--- src/rtl/stopwatch_counter.sv ---
// rtl/stopwatch_counter.sv - MM:SS.hh BCD stopwatch counter with start/stop/clear FSM
// Optional lap display hold is built when STOPWATCH_LAP_EN is defined.
module stopwatch_counter #(
  parameter int unsigned MAX_MIN = 59
) (
  input  logic       sys_clk,
  input  logic       reset,
  input  logic       base_tick,
  input  logic       start,
  input  logic       stop,
  input  logic       clear,
  input  logic       lap,
  output logic       timer_enb,
  output logic [3:0] hund_t,
  output logic [3:0] hund_u,
  output logic [3:0] sec_t,
  output logic [3:0] sec_u,
  output logic [3:0] min_t,
  output logic [3:0] min_u,
  output logic       running,
  output logic       overflow
);

  typedef enum logic [1:0] {IDLE, RUN, PAUSE, OVF} state_t;

  // Digit order in packed arrays: [0]=hund_u .. [5]=min_t
  localparam logic [5:0][3:0] DIGIT_MAX  = {4'd9, 4'd9, 4'd5, 4'd9, 4'd9, 4'd9};
  localparam logic [5:0][3:0] MAX_DIGITS = {4'(MAX_MIN / 10), 4'(MAX_MIN % 10),
                                            4'd5, 4'd9, 4'd9, 4'd9};

  state_t          state_q, state_d;
  logic [5:0][3:0] live_q, live_d, live_inc;
  logic            running_q, running_d;
  logic            overflow_q, overflow_d;
  logic            carry;
  logic            at_max;

  assign at_max = (live_q == MAX_DIGITS);

  always_comb begin
    live_inc = live_q;
    carry    = 1'b1;
    for (int i = 0; i < 6; i++) begin
      if (carry) begin
        if (live_q[i] == DIGIT_MAX[i]) begin
          live_inc[i] = 4'd0;
        end else begin
          live_inc[i] = live_q[i] + 4'd1;
          carry       = 1'b0;
        end
      end
    end
  end

  always_comb begin
    state_d = state_q;
    live_d  = live_q;
    if (clear) begin
      state_d = IDLE;
      live_d  = '0;
    end else begin
      case (state_q)
        IDLE, PAUSE: if (start && !stop) state_d = RUN;
        RUN: begin
          if (stop) state_d = PAUSE;
          // Saturation takes precedence over a coincident stop
          if (base_tick) begin
            if (at_max) state_d = OVF;
            else        live_d  = live_inc;
          end
        end
        default: state_d = state_q;
      endcase
    end
    running_d  = (state_d == RUN);
    overflow_d = (state_d == OVF);
  end

  always_ff @(posedge sys_clk) begin
    if (reset) begin
      state_q    <= IDLE;
      live_q     <= '0;
      running_q  <= 1'b0;
      overflow_q <= 1'b0;
    end else begin
      state_q    <= state_d;
      live_q     <= live_d;
      running_q  <= running_d;
      overflow_q <= overflow_d;
    end
  end

  assign running   = running_q;
  assign timer_enb = running_q;
  assign overflow  = overflow_q;

`ifdef STOPWATCH_LAP_EN
  logic            hold_q, hold_d;
  logic [5:0][3:0] shadow_q, shadow_d;
  logic [5:0][3:0] disp_q, disp_d;

  always_comb begin
    hold_d   = hold_q;
    shadow_d = shadow_q;
    if (clear || state_d == OVF) begin
      hold_d = 1'b0;
    end else if (lap && (state_q == RUN || state_q == PAUSE)) begin
      hold_d = !hold_q;
      if (!hold_q) shadow_d = live_q;
    end
    disp_d = hold_d ? shadow_d : live_d;
  end

  always_ff @(posedge sys_clk) begin
    if (reset) begin
      hold_q   <= 1'b0;
      shadow_q <= '0;
      disp_q   <= '0;
    end else begin
      hold_q   <= hold_d;
      shadow_q <= shadow_d;
      disp_q   <= disp_d;
    end
  end

  assign {min_t, min_u, sec_t, sec_u, hund_t, hund_u} = disp_q;
`else
  logic unused_lap;
  assign unused_lap = lap;
  assign {min_t, min_u, sec_t, sec_u, hund_t, hund_u} = live_q;
`endif

endmodule
--- config.mk ---
export PLATFORM = sky130hd
export DESIGN_NAME = stopwatch_counter
export DESIGN_NICKNAME = d
export VERILOG_FILES = /design/src/rtl/stopwatch_counter.sv
export SDC_FILE = /design/constraint.sdc
export NUM_CORES = 1
export LEC_CHECK = 0
export ABC_AREA = 0
export BUFFER_PORTS_ARGS = -buffer_cell sky130_fd_sc_hd__buf_2
export CORE_ASPECT_RATIO = 1.1
export CORE_UTILIZATION = 40
export CTS_CLUSTER_SIZE = 28
export DETAILED_ROUTE_END_ITERATION = 10
export GPL_TIMING_DRIVEN = 0
export PLACE_DENSITY_LB_ADDON = 0.12
export SETUP_SLACK_MARGIN = 0.15
export SKIP_LAST_GASP = 1
export SLEW_MARGIN = 15
export SYNTH_ARGS = -nofsm -noshare
export SYNTH_HDL_FRONTEND = slang
export SYNTH_SLANG_ARGS = --single-unit
--- constraint.sdc ---
create_clock -name sys_clk -period 2.3 [get_ports sys_clk]
set_clock_uncertainty 0.05 [all_clocks]
set_input_delay 0.115 -clock sys_clk [delete_from_list [all_inputs] [get_ports sys_clk]]
set_output_delay 0.115 -clock sys_clk [all_outputs]
set_load 0.1 [all_outputs]
**Word level (Yosys, flattened, before mapping)**

Index checks and enable logic that the tools add are counted.

- Register bits: 28
- Bits in latches: 0
- Memory bits (writable): 0
- Memory bits (read-only): 0
- Input port bits: 7
- Output and inout port bits: 27
- Logic and storage cells: 59
- Memories: 0

- Add/subtract/negate cells: 6
- Multipliers: 0
- Div/mod/pow operators: 0
- Magnitude comparators: 0
- Eq/ne operators: 11
- Shifts and indexed selects: 0
- Muxes and demuxes: 21
- Bitwise gates (word level): 1
- Reductions and logical operators: 11

Operators by type and width:

| operator | number |
|---|---|
| 4-bit by 1-bit adder with 4-bit output, second input constant | 6 |
| 24-bit by 23-bit == test with 1-bit output, second input constant | 1 |
| 4-bit 2-to-1 mux | 6 |
| 4-bit == test, second input constant | 5 |
| 4-bit AND reduction | 5 |
| 2-bit 2-to-1 mux | 5 |
| 1-bit 2-to-1 mux | 9 |
| 2-bit by 1-bit == test with 1-bit output, second input constant | 2 |
| 2-bit == test, second input constant | 2 |
| 4-bit by 3-bit == test with 1-bit output, second input constant | 1 |
| 2-bit case mux with 2 select lines | 1 |
| 2-bit OR reduction | 2 |
| 3-bit AND reduction | 1 |
| 2-bit zero test | 1 |
| 1-bit logical AND | 1 |
| 1-bit zero test | 1 |
| 1-bit NOT | 1 |

**Logic depth before layout (Yosys ltp)**

Gate-level depths: netlist (run 1).

- Depth after elaboration: 7
- Gate-level depth with buffers: 6
- Depth with buffers taken out: 5

**Worst setup path before layout (run 1)**

OpenSTA, ideal clock, no wires.

- Path type: register -> register
- From: register live_q (netlist bit sec_t[2])
- To: register live_q (netlist bit min_t[1])
- Setup time: 0.071 ns
- Arrival time: 2.452 ns
- Required time: 2.179 ns
- Path slack: -0.272 ns
- Stages on the path, launching flop included: 7
- Path buffers: 1
- Clock period less this slack: 2.572 ns
- Path through: dfxtp_1 -> and4bb_2 -> clkbuf_2 -> and2_1 -> nand3_1 -> or4_1 -> a21oi_1

- Longest elaborated chain between the ends: 5
- Elaborated cells between the ends (all ways): 7
- Classes of those cells: eq/ne: 2; mux: 3; bitwise: 1; reduce/logical: 1

RTL lines:

| item | line | source |
|---|---|---|
| start: declaration | 32 | `logic [5:0][3:0] live_q, live_d, live_inc;` |
| start signal: assignment | 87 | `live_q <= live_d;` |
| 4-bit by 3-bit == test with 1-bit output | 45 | `if (live_q[i] == DIGIT_MAX[i]) begin` |
| 1-bit 2-to-1 mux | 45 |  |
| 1-bit 2-to-1 mux (2 in series) | 44 | `if (carry) begin` |
| 4-bit AND reduction (no source line) * | - |  |

Mark *: on every way between the ends. The rest lies on a longest branch, timed or not.
A chain may end at the register's enable or synchronous reset.

**Final worst setup path (run 1)**

- From: register live_q (netlist bit sec_t[1])
- To: register live_q (netlist bit min_t[1])

The elaborated chain is that of the path after synthesis.

==> results of run 1 <==
==> Yosys cell counts (3+ instances only) <==
cell,n
sky130_fd_sc_hd__a21oi_1,12
sky130_fd_sc_hd__and3_1,3
sky130_fd_sc_hd__and4bb_2,3
sky130_fd_sc_hd__dfxtp_1,28
sky130_fd_sc_hd__inv_1,10
sky130_fd_sc_hd__mux2i_1,6
sky130_fd_sc_hd__nand2_1,10
sky130_fd_sc_hd__nand3_1,8
sky130_fd_sc_hd__nor2_1,21
sky130_fd_sc_hd__nor2b_1,6
sky130_fd_sc_hd__nor3b_1,3
sky130_fd_sc_hd__o21ai_0,4
sky130_fd_sc_hd__xnor2_1,6
sky130_fd_sc_hd__xor2_1,5
==> power by group through the flow <==
stage / Combinational, mW / Clock [mW] / Sequential [mW]
after floorplan: 0.0209 / 0 / 0.502
after global placement: 0.0394 / 0 / 0.496
after detailed placement: 0.0395 / 0 / 0.496
after CTS: 0.0409 / 0.257 / 0.486
after global routing: 0.0438 / 0.284 / 0.486
final: 0.0407 / 0.247 / 0.486
==> worst reg2reg max path, stage by stage (launching register included) <==
cell and delay (ns):
sky130_fd_sc_hd__dfxtp_2 0.38, sky130_fd_sc_hd__and4bb_2 0.29, sky130_fd_sc_hd__clkbuf_2 0.18, sky130_fd_sc_hd__and2_1 0.21, sky130_fd_sc_hd__nand3_1 0.16, sky130_fd_sc_hd__or4_1 0.53
sky130_fd_sc_hd__a21oi_1 0.12
==> worst min path at each step <==
stage	startpoint	cells after the start	end	slack (ns)
after floorplan	clear	2	running	0.22
after global placement	clear	4	overflow	0.34
after detailed placement	clear	4	overflow	0.35
after CTS	base_tick	3	hund_u[0]	0.07
after global routing	base_tick	3	hund_u[0]	0.07
final	base_tick	3	hund_u[0]	0.08
==> cell type report <==
class,instances,area share (%)
plain buffers,6,2.027
clock buffers,4,2.027
inverters,10,2.096
multi-input cells,122,47.73
flip-flops and latches,28,33.26
well taps,48,3.354
repair buffers,33,9.504
==> flip-flops by register name (all words and copies together), names as in the netlist <==
name,count
hund_t,4
hund_u,4
min_t,4
min_u,4
sec_t,4
sec_u,4
state_q,2
overflow,1
running,1
==> stage by stage <==
step                worst slack [ns]  total power, mW  utilization (%)  hold WS, ns  instances
detailed placement            0.2509           0.5357            50.40       0.3465        246
global placement              0.2680           0.5356            50.40       0.3422        246
floorplan                     0.1317           0.5229                -       0.2210        166
finish                        0.2983           0.7730            52.04      0.08075        251
global route                  0.1527           0.8142            52.04      0.06628        251
CTS                           0.2199           0.7832            51.75      0.07073        251
==> repair_timing <==
item,4_1_cts,5_1_grt
hold buffers,1,0
resized for setup,0,2
hold endpoints to repair,2,0
setup endpoints to repair,0,1
==> routing by layer <==
metal | track usage, % | up-vias | routed length [microns]
met3 | 1.761 | 2 | 79
met1 | 22.38 | 602 | 1491
met5 | 0 | - | 0
met4 | 6.105 | 0 | 24
met2 | 28.61 | 17 | 1570
li1 | - | 663 | -
==> kinds of logic (layout without fill, tap and decap cells) <==
kind of cell	after synthesis	in the layout	share of synthesized area, %
and+or+nand+nor	75	75	31.70
AOI/OAI and AO/OA	30	30	14.88
DFF	28	28	37.87
buffers and inverters	16	53	4.987
xor gates and xnor gates	11	11	6.509
muxes	6	6	4.058
==> impl_summary.md, run 1 <==
Layout
The number of antenna diodes is 0. The final-stage net count is 211. The library cell used most frequently in the layout, excluding fill and tap cells, is sky130_fd_sc_hd__buf_2. The finished cells cover 0.001790 sq mm. Summing all flip-flop and latch instances after layout gives 595.6 sq um. The fraction of final layout cells sized beyond drive strength 1 is 38.42%.

The top cell types in the final layout, fill and taps aside, are sky130_fd_sc_hd__buf_2, sky130_fd_sc_hd__dfxtp_2, sky130_fd_sc_hd__nor2_1. In the final layout, the multi-input gates occupy 854.6 sq um. Counting the fill cells in the layout gives 349. The area growth from synthesis to layout is 20.96%.

Critical path
The critical path starts at sec_t[1]. The library cell contributing the largest single delay on the critical path is sky130_fd_sc_hd__or4_1. The delay of the slowest cell on the worst path is 0.53 ns. STA classifies the critical path endpoint as a flip-flop. Data arrives at the worst endpoint at 2.22 ns. STA classifies the critical path startpoint as a flip-flop.

The signal on the critical path passes through and4bb_2 > clkbuf_2 > and2_1 > nand3_1 > or4_1 > a21oi_1. The required time of the critical path is 2.51 ns. The worst reg2reg path depth is 6. The worst setup slack for register-to-register paths is 0.30 ns. The largest fanout on the critical path is 7. The endpoint identified for the worst register-to-register timing path is min_t[1].

The destination of the critical timing path is min_t[1]. The startpoint identified for the worst register-to-register timing path is sec_t[1]. In this design, the largest share of critical-path delay is due to simple AND/OR/NAND/NOR gates. The buffer and inverter count on the worst path is 1. The critical path class is reg -> reg.

The number of logic stages on the critical path including buffering is 6.

Timing
After routing, the total negative slack on setup checks comes to 0 ns. Of the available clock period, the critical path in the final layout requires 87.03%. At the pin with the least slew margin, the transition time is 0.5367 ns.

The highest achievable clock rate is 499.6 MHz. In this run the tightest slew margin relative to its limit is 64.22%. The clock period minus final worst setup slack is 2.002 ns.

The total of endpoints with negative setup slack in the final report is 0. Setup repair after global routing left no endpoint under its margin. The number of hold-slack violations in the final timing report was 0. The number of max-slew violations in the final report was 0.

Logic synthesis
Counting flops and latches in the post-synthesis netlist gives 28. By area the synthesized netlist is led by sky130_fd_sc_hd__dfxtp_1, sky130_fd_sc_hd__nor2_1, sky130_fd_sc_hd__a21oi_1. The synthesized net count is 173. After technology mapping, the gate count stands at 166. Summing the sequential cell areas from Yosys gives 37.87% of the chip area.

sky130_fd_sc_hd__dfxtp_1 takes more of the synthesized area than any other cell. After synthesis the cells add up to 0.001480 sq mm. Dividing the synthesized area by the synthesized cell count gives 8.917 sq um. After synthesis, the largest area contributor takes up 37.87% of total cell area. For this run, asynchronously set or reset flops after synthesis account for 0%. During synthesis, Yosys emitted a total of 0 warnings. The number of enable-type register cells in the synthesized netlist is 0. The most common flop cell mapped by yosys is sky130_fd_sc_hd__dfxtp_1. The count of distinct cell types in the synthesized netlist is 50.

GRT
The global-route wire length before repair is 5188 microns. The all-layer global routing usage is 17.07%. Entering global routing, the biggest net connects 16 pins.

Global routing finished with a remaining overflow of 0. The number of global-route vias before repair is 1191. The initial antenna violation count is 0.

Run status
The run finished with clean final reports.

Detailed routing
After detailed routing, the number of vias per cell comes to 5.116. After detailed routing, the number of remaining DRC violations is 0. The detail route stage leaves a number of antenna-violating nets equal to 0. The number of vias in the routed layout is 1284. The overall routed net length is 3164 microns. The pre-antenna-repair detailed-routing pass consisted of 4 iterations. For this block, the initial DRC count from the detailed router was 57.

After detailed routing, the average wire length per cell comes to 12.61 microns.

Clock tree
Buffers added to address setup during post-CTS repair amount to 0. The total CTS buffers is 3. In this run the number of H-tree levels came out at 1.

The buffer levels on the longest clock path is 2. Clock-pin slew was measured on the worst setup and hold paths at 0.16 ns. The clock insertion delay at the later pin of the skew report is 0.33 ns. The sink count of the clock tree is 28. TritonCTS built the clock tree. The buffer type at the clock tree root is sky130_fd_sc_hd__clkbuf_4.

Pwr
The fraction of power spent switching nets is 23.34%. The internal power of the cells totals 592.5 uW. The power share of the clock group is 31.9%. Registers are responsible for 62.8% of the overall power. The part of the power in combinational logic is 5.3%. For this design the static power due to leakage is 0.7507 nW. The net switching power figure is 180.4 uW. The power density over cell area is 431.7 mW/mm^2. VDD sags by at most 0.0002629 V.

Placed design
The total of buffers placed on input and output ports is 32. The half-perimeter wire length after detailed placement is 2358 microns. The cell area reported after detailed placement is 0.001734 sq mm. The placer's final routability congestion estimate is 0.7606.

Hold path
The class of the tightest hold or removal check is in -> reg.

Floorplanning
Once the floorplan was initialized, standard cells occupied 43.02% of the core. From left edge to right edge, the die measures 60 microns. The core box area is 0.003441 sq mm. The number of placed I/O pins is 34. The height of the chip is 65.80 microns. In this run the core area contains 22 standard-cell rows. The full die area is 0.003948 sq mm.

Flow run
Max-cap violations in this run came to 0.
No activity file was read; power rests on OpenSTA's default activity.
==> run 2, diff against run 1 <==
--- a/config.mk
+++ b/config.mk
@@ -8,9 +8,10 @@
 export ABC_AREA = 0
 export BUFFER_PORTS_ARGS = -buffer_cell sky130_fd_sc_hd__buf_2
 export CORE_ASPECT_RATIO = 1.1
-export CORE_UTILIZATION = 40
+export CORE_UTILIZATION = 35
 export CTS_CLUSTER_SIZE = 28
 export DETAILED_ROUTE_END_ITERATION = 10
+export GPL_ROUTABILITY_DRIVEN = 1
 export GPL_TIMING_DRIVEN = 0
 export PLACE_DENSITY_LB_ADDON = 0.12
 export SETUP_SLACK_MARGIN = 0.15
==> run 2 against run 1 <==
Worst setup slack got worse by 0.015 ns; fmax decreased by 0.73%; combinational power decreased by 2%; hold slack got worse by 0.019 ns; flip-flop and latch count unchanged; via count decreased by 0.78%; final area increased by 0.98%; sequential share of layout area decreased by 0.39 points; count of clock-buffer cells in the layout unchanged; sequential power about the same; clock power increased by 24%; routed wire length increased by 3.7%; critical endpoint unchanged; largest power group unchanged; highest routed layer unchanged.
==> impl_summary.md, run 2 (synthesized netlist as in run 1, its figures left out) <==
Flow run
The number of maximum-capacitance constraint violations is 0 (unchanged).

Hold path
The cell count of the worst hold path was 3 (unchanged). The class of the tightest hold or removal check is in -> reg.

Timing
The number of hold-slack violations in the final timing report is 0 (unchanged). The tightest hold margin is 0.06175 ns (-0.01901 ns). Setup repair after global routing left no endpoint under its margin. The total of endpoints with negative setup slack in the final report is 0 (unchanged). The clock period minus final worst setup slack came to 2.016 ns (+0.01466 ns). The max-slew headroom at the worst pin was 59.70% (-4.5 points).

The post-route clock period utilization is 87.67% (+0.64 points). The highest achievable clock rate came to 495.9 MHz (-0.73%). The summed negative setup slack over all endpoints is 0 ns (unchanged). The number of max-slew violations in the final report is 0 (unchanged).

The transition time of the tightest slew-check pin was 0.6045 ns (+0.06779 ns).

Layout
The fraction of final layout cells sized beyond drive strength 1 is 38.61% (+0.19 points). Leaving out fill and tap cells, the most frequent cell in the layout is sky130_fd_sc_hd__buf_2. The library cells used most frequently in the layout, excluding fill and tap cells, are sky130_fd_sc_hd__buf_2, sky130_fd_sc_hd__nor2_1, sky130_fd_sc_hd__dfxtp_2.

The post-route cell area was 0.001808 sq mm (+0.98%). The final-stage net count is 210 (-0.47%). From synthesis to final layout, the design area changed by 22.15%. The number of antenna diodes is 0 (unchanged).

Floorplanning
The core box area is 0.003994 sq mm (+16%). The site row count is 24 (+9.1%). The height of the chip is 70.21 microns (+6.7%). The width of the die is 64.01 microns (+6.7%). The number of placed I/O pins is 34 (unchanged). The starting utilization of the core area was 37.06% (-6.0 points). The full die area was 0.004493 sq mm (+14%).

GRT
The all-layer global routing usage is 15.97% (-1.1 points). The initial antenna violation count is 0 (unchanged). The global-route wire length before repair was 5623 microns (+8.4%). The number of global-route vias before repair is 1204 (+1.1%). The maximum number of pins on one net before global-route repair is 16 (unchanged).

The total global routing overflow is 0 (unchanged).

Critical path
The destination of the critical timing path is min_t[1]. The largest fanout on the critical path is 5 (-2). The worst register-to-register path begins at state_q[0]. The data arrival time of the critical path is 2.17 ns (-0.05 ns). The worst setup slack for register-to-register paths is 0.28 ns (about the same).

The required time of the critical path is 2.46 ns (-0.05 ns). The worst reg2reg path depth is 5 (-1). The category of the worst setup path capture point is a flip-flop.

In this run the critical register-to-register path is captured at min_t[1]. STA classifies the critical path startpoint as a flip-flop. The startpoint of the worst setup timing path is state_q[0]. By startpoint and endpoint, the worst setup path is classified as reg -> reg.

Placed design
The cell area reported after detailed placement is 0.001739 sq mm (+0.29%). The placer's final routability congestion estimate came to 0.7281 (-4.3%). The half-perimeter wire length after detailed placement is 2448 microns (+3.8%).

The total of buffers placed on input and output ports is 32 (unchanged).

Clock tree
The maximum level of the CTS H-tree came to 1 (unchanged). The clock insertion delay at the later pin of the skew report is 0.28 ns (-0.05 ns). The TritonCTS clock tree is done.

The sink count of the clock tree is 28 (unchanged). The buffer levels on the longest clock path is 2 (unchanged). The root buffer cell chosen for the clock tree is sky130_fd_sc_hd__clkbuf_8. The number of buffers inserted for hold repair after clock tree synthesis was 0 (-1).

The total CTS buffers is 3 (unchanged). The clock-pin slew of the registers on the worst-case setup and hold paths is 0.09 ns (-0.07 ns).

Detailed routing
The total iterations of the first detailed-routing run is 4 (unchanged). The number of vias per cell after detailed routing is 5.016 (-2.0%). The count of nets left with antenna violations after detail routing is 0 (unchanged).

The average wire length per cell after detail routing is 12.92 microns (+2.5%). The count of unresolved DRC violations after routing is 0 (unchanged). The count of routing violations after the opening detailed-route iteration is 54 (-5.3%). The number of vias in the routed layout is 1274 (-0.78%). The overall routed net length came to 3281 microns (+3.7%).

Pwr
The power density over cell area came to 459.4 mW/mm^2 (+6.4%). The leakage power summed over all cells is 0.7586 nW (+1.1%). The peak ir drop on the vdd network was 0.0002149 V (-18%).

Run status
The flow ran to the end, and the final reports show no timing, DRC or antenna violations.
## run 2: power breakdown
group | internal, mW | total, mW | switching (mW) | leakage, nW
clock | 0.153 | 0.306 | 0.152 | 0.0288
sequential | 0.483 | 0.485 | 0.00180 | 0.238
combinational | 0.0105 | 0.0399 | 0.0294 | 0.492
total | 0.647 | 0.831 | 0.183 | 0.759
## run 2: worst min path at each step
stage	from	end	slack [ns]
after floorplan	clear	running	0.22
after global placement	clear	overflow	0.34
after detailed placement	clear	overflow	0.36
after CTS	clear	overflow	0.05
after global routing	clear	running	0.08
final	clear	running	0.06
## run 2: timing repair
action / CTS / global route
endpoints found under the setup margin: 0 / 1
setup buffers: 0 / 0
gates resized for setup: 0 / 2
## run 2: layout make-up
class                   count  area, sq um
clock buffers               4        55.05
repair buffers             32        160.2
fillers                   419         2186
well taps                  52        65.06
inverters                  10        37.54
multi-input cells         122        859.6
plain buffers               6        36.28
flip-flops and latches     28        594.3
## run 2: routing by layer
layer / GRT usage (%) / share of wire (%)
met5: 0 / 0
met4: 6.061 / 1.6
met3: 2.614 / 3.2
met2: 26.48 / 49
met1: 20.51 / 46
## run 2: stage by stage
stage	setup WS [ns]	util (%)	total power [mW]	instances
global placement	0.2787	43.55	0.5359	250
floorplan	0.1317	-	0.5229	166
finish	0.2836	45.27	0.8305	254
global route	0.1599	45.27	0.8701	254
CTS	0.1808	44.92	0.8484	254
detailed placement	0.2139	43.55	0.5369	250
## run 2: worst max-delay path: stages (launching register included)
cell and delay [ns]:
sky130_fd_sc_hd__dfxtp_1 0.44, sky130_fd_sc_hd__nand4b_2 0.24, sky130_fd_sc_hd__nor4b_4 0.36, sky130_fd_sc_hd__nand3_1 0.19, sky130_fd_sc_hd__or4_1 0.53, sky130_fd_sc_hd__a21oi_1 0.13
==> run 3, diff against run 2 <==
--- a/config.mk
+++ b/config.mk
@@ -6,7 +6,7 @@
 export NUM_CORES = 1
 export LEC_CHECK = 0
 export ABC_AREA = 0
-export BUFFER_PORTS_ARGS = -buffer_cell sky130_fd_sc_hd__buf_2
+export BUFFER_PORTS_ARGS = -buffer_cell sky130_fd_sc_hd__buf_4
 export CORE_ASPECT_RATIO = 1.1
 export CORE_UTILIZATION = 35
 export CTS_CLUSTER_SIZE = 28
@@ -14,6 +14,7 @@
 export GPL_ROUTABILITY_DRIVEN = 1
 export GPL_TIMING_DRIVEN = 0
 export PLACE_DENSITY_LB_ADDON = 0.12
+export RECOVER_POWER = 50
 export SETUP_SLACK_MARGIN = 0.15
 export SKIP_LAST_GASP = 1
 export SLEW_MARGIN = 15
==> run 3 against run 2 <==
Global-route usage shrank 0.75 points; die area is the same; highest routed layer unchanged; non-clock buffer count stayed put; critical path depth stayed put; final area is 0.28% lower.
==> impl_summary.md, run 3 (synthesized netlist as in run 1, its figures left out) <==
Detailed routing
The number of vias in the routed layout is 1278 (+0.31%). The average wire length per cell after detail routing is 12.92 microns (unchanged). The count of unresolved DRC violations after routing came to 0 (unchanged).

The count of routing violations after the opening detailed-route iteration is 33 (-39%). The total iterations of the first detailed-routing run is 4 (unchanged). The number of vias per cell after detailed routing is 5.031 (+0.31%). The overall routed net length is 3281 microns (unchanged).

The count of nets left with antenna violations after detail routing is 0 (unchanged).

Timing
The clock period minus final worst setup slack is 2.031 ns (+0.01478 ns). Setup repair after global routing left no endpoint under its margin. The total of endpoints with negative setup slack in the final report was 0 (unchanged). The number of hold-slack violations in the final timing report is 0 (unchanged). The post-route clock period utilization is 88.31% (+0.64 points). The max-slew headroom at the worst pin came to 21.95% (-38 points). The highest achievable clock rate is 492.3 MHz (-0.73%). The transition time of the tightest slew-check pin is 1.176 ns (+0.5713 ns).

The number of max-slew violations in the final report is 0 (unchanged). The post-route worst setup slack is 0.2689 ns (-0.01478 ns). The summed negative setup slack over all endpoints is 0 ns (unchanged).

GRT
The all-layer global routing usage was 15.22% (-0.75 points). The total global routing overflow is 0 (unchanged). The initial antenna violation count is 0 (unchanged). The maximum number of pins on one net before global-route repair is 17 (+1).

The number of global-route vias before repair came to 1224 (+1.7%). The global-route wire length before repair is 5513 microns (-2.0%).

Clock tree
The number of buffers inserted for hold repair after clock tree synthesis was 0 (unchanged). TritonCTS built the clock tree. The maximum level of the CTS H-tree is 1 (unchanged).

The buffer levels on the longest clock path is 2 (unchanged). The clock-pin slew of the registers on the worst-case setup and hold paths is 0.10 ns (about the same). The total CTS buffers is 3 (unchanged). The number of setup buffers added after CTS was 0 (unchanged).

The post-cts gate resize count is 0 (unchanged). The sink count of the clock tree is 28 (unchanged). The tree is rooted in a sky130_fd_sc_hd__clkbuf_8. The clock insertion delay at the later pin of the skew report is 0.28 ns (about the same).

Pwr
The total internal power is 729.7 uW (+13%). The part of the power in combinational logic is 4.6% (-0.2 points). The leakage power summed over all cells is 0.6509 nW (-14%). The power density over cell area was 511.9 mW/mm^2 (+11%). The net switching power figure is 193.2 uW (+5.4%).

The proportion of power drawn by flip-flops and latches is 52.6% (-5.8 points). The power share of the clock group is 42.8% (+6.0 points). The peak ir drop on the vdd network is 0.0002704 V (+26%). The fraction of power spent switching nets is 20.93% (-1.1 points).

Critical path
Tracing the worst setup path back leads to its startpoint at state_q[1]. The destination of the critical timing path is min_t[1]. The startpoint identified for the worst register-to-register timing path is state_q[1]. The required time of the critical path came to 2.46 ns (about the same).

The delay of the slowest cell on the worst path came to 0.53 ns (about the same). The worst reg2reg path depth is 5 (unchanged). The critical path goes through nand4b_2 > nor4b_4 > nand3_1 > or4_1 > a21oi_1. The critical path class is reg -> reg. The largest individual stage delay along the critical path comes from the cell sky130_fd_sc_hd__or4_1.

The category of the worst setup path capture point is a flip-flop. The data arrival time of the critical path came to 2.19 ns (+0.02 ns). STA classifies the critical path startpoint as a flip-flop.

The worst setup slack for register-to-register paths is 0.27 ns (about the same). The destination of the worst register-to-register timing path is min_t[1]. The largest fanout on the critical path is 5 (unchanged).

Floorplanning
The number of placed I/O pins is 34 (unchanged). The site row count is 24 (unchanged). The core box area is 0.003994 sq mm (unchanged).

The height of the chip is 70.21 microns (unchanged). The starting utilization of the core area was 37.06% (unchanged). The full die area is 0.004493 sq mm (unchanged). The width of the die is 64.01 microns (unchanged).

Run status
The run finished with clean final reports.

Placed design
The half-perimeter wire length after detailed placement is 2414 microns (-1.4%). The cell area reported after detailed placement is 0.001819 sq mm (+4.6%). The total of buffers placed on input and output ports is 32 (unchanged).

The minimum setup slack after placement is 0.2473 ns (+0.03343 ns). The placer's final routability congestion estimate is 0.7415 (+1.8%).

Layout
Leaving out fill and tap cells, the most frequent cells in the layout are sky130_fd_sc_hd__clkbuf_1, sky130_fd_sc_hd__dfxtp_2, sky130_fd_sc_hd__nor2_1. The final-stage net count came to 210 (unchanged). The post-route cell area was 0.001803 sq mm (-0.28%).

The number of antenna diodes is 0 (unchanged). The fraction of the core area covered by cells at the end of the flow is 45.14% (-0.13 points). The commonest non-fill, non-tap cell in the layout is sky130_fd_sc_hd__clkbuf_1. The area growth from synthesis to layout is 21.81%. The filler cell count came to 430 (+2.6%). The fraction of final layout cells sized beyond drive strength 1 is 25.74% (-13 points).

Flow run
The number of maximum-capacitance constraint violations came to 0 (unchanged).

Hold path
The worst hold path belongs to the class in -> reg.
==> run 3: power groups by stage <==
stage | clock network [mW] | registers (mW) | logic [mW]
finish | 0.395 | 0.485 | 0.0422
global route | 0.428 | 0.486 | 0.0454
floorplan | 0 | 0.502 | 0.0209
detailed placement | 0 | 0.497 | 0.0435
global placement | 0 | 0.496 | 0.0430
CTS | 0.404 | 0.485 | 0.0435
==> run 3: worst max-delay path: cells and delay by family (launching register included) <==
family / cells / cell delay, ns
DFF: 1 / 0.36
and+or+nand+nor: 4 / 1.42
AOI/OAI and AO/OA: 1 / 0.13
==> run 3: how the worst min path moves through the flow <==
stage / cells past startpoint / start / to / slack (ns)
after floorplan: 2 / clear / running / 0.22
after global placement: 4 / clear / overflow / 0.34
after detailed placement: 4 / clear / overflow / 0.34
after CTS: 4 / clear / overflow / 0.03
after global routing: 4 / clear / overflow / 0.03
final: 4 / clear / overflow / 0.03
==> run 3: layer usage <==
layer  wire (microns)  global-route usage (%)  part of all wire (%)  vias to the layer above
li1                 -                       -                     -                      656
met1             1586                   19.82                    48                      600
met2             1578                   26.48                    48                       18
met3               81                   1.634                   2.5                        4
met4               35                   3.788                   1.1                        0
met5                0                       0                     0                        -
==> run 3: final cells by class <==
| type | instances | area (sq um) | area share [%] |
|---|---|---|---|
| timing repair buffer | 32 | 142.6 | 7.911 |
| tap | 52 | 65.06 | 3.609 |
| clock inverter | 1 | 30.03 | 1.666 |
| buffer | 6 | 36.28 | 2.012 |
| inverter | 10 | 37.54 | 2.082 |
| clock buffer | 3 | 41.29 | 2.290 |
| multi-input combinational | 122 | 854.6 | 47.40 |
| sequential | 28 | 595.6 | 33.03 |
==> run 3: per-stage QoR <==
| step | power [mW] | std cells | hold slack (ns) |
|---|---|---|---|
| final | 0.9229 | 254 | 0.03186 |
| after CTS | 0.9329 | 254 | 0.02956 |
| after global routing | 0.9593 | 254 | 0.03433 |
| after floorplan | 0.5229 | 166 | 0.2210 |
| after detailed placement | 0.5400 | 250 | 0.3352 |
| after global placement | 0.5392 | 250 | 0.3352 |
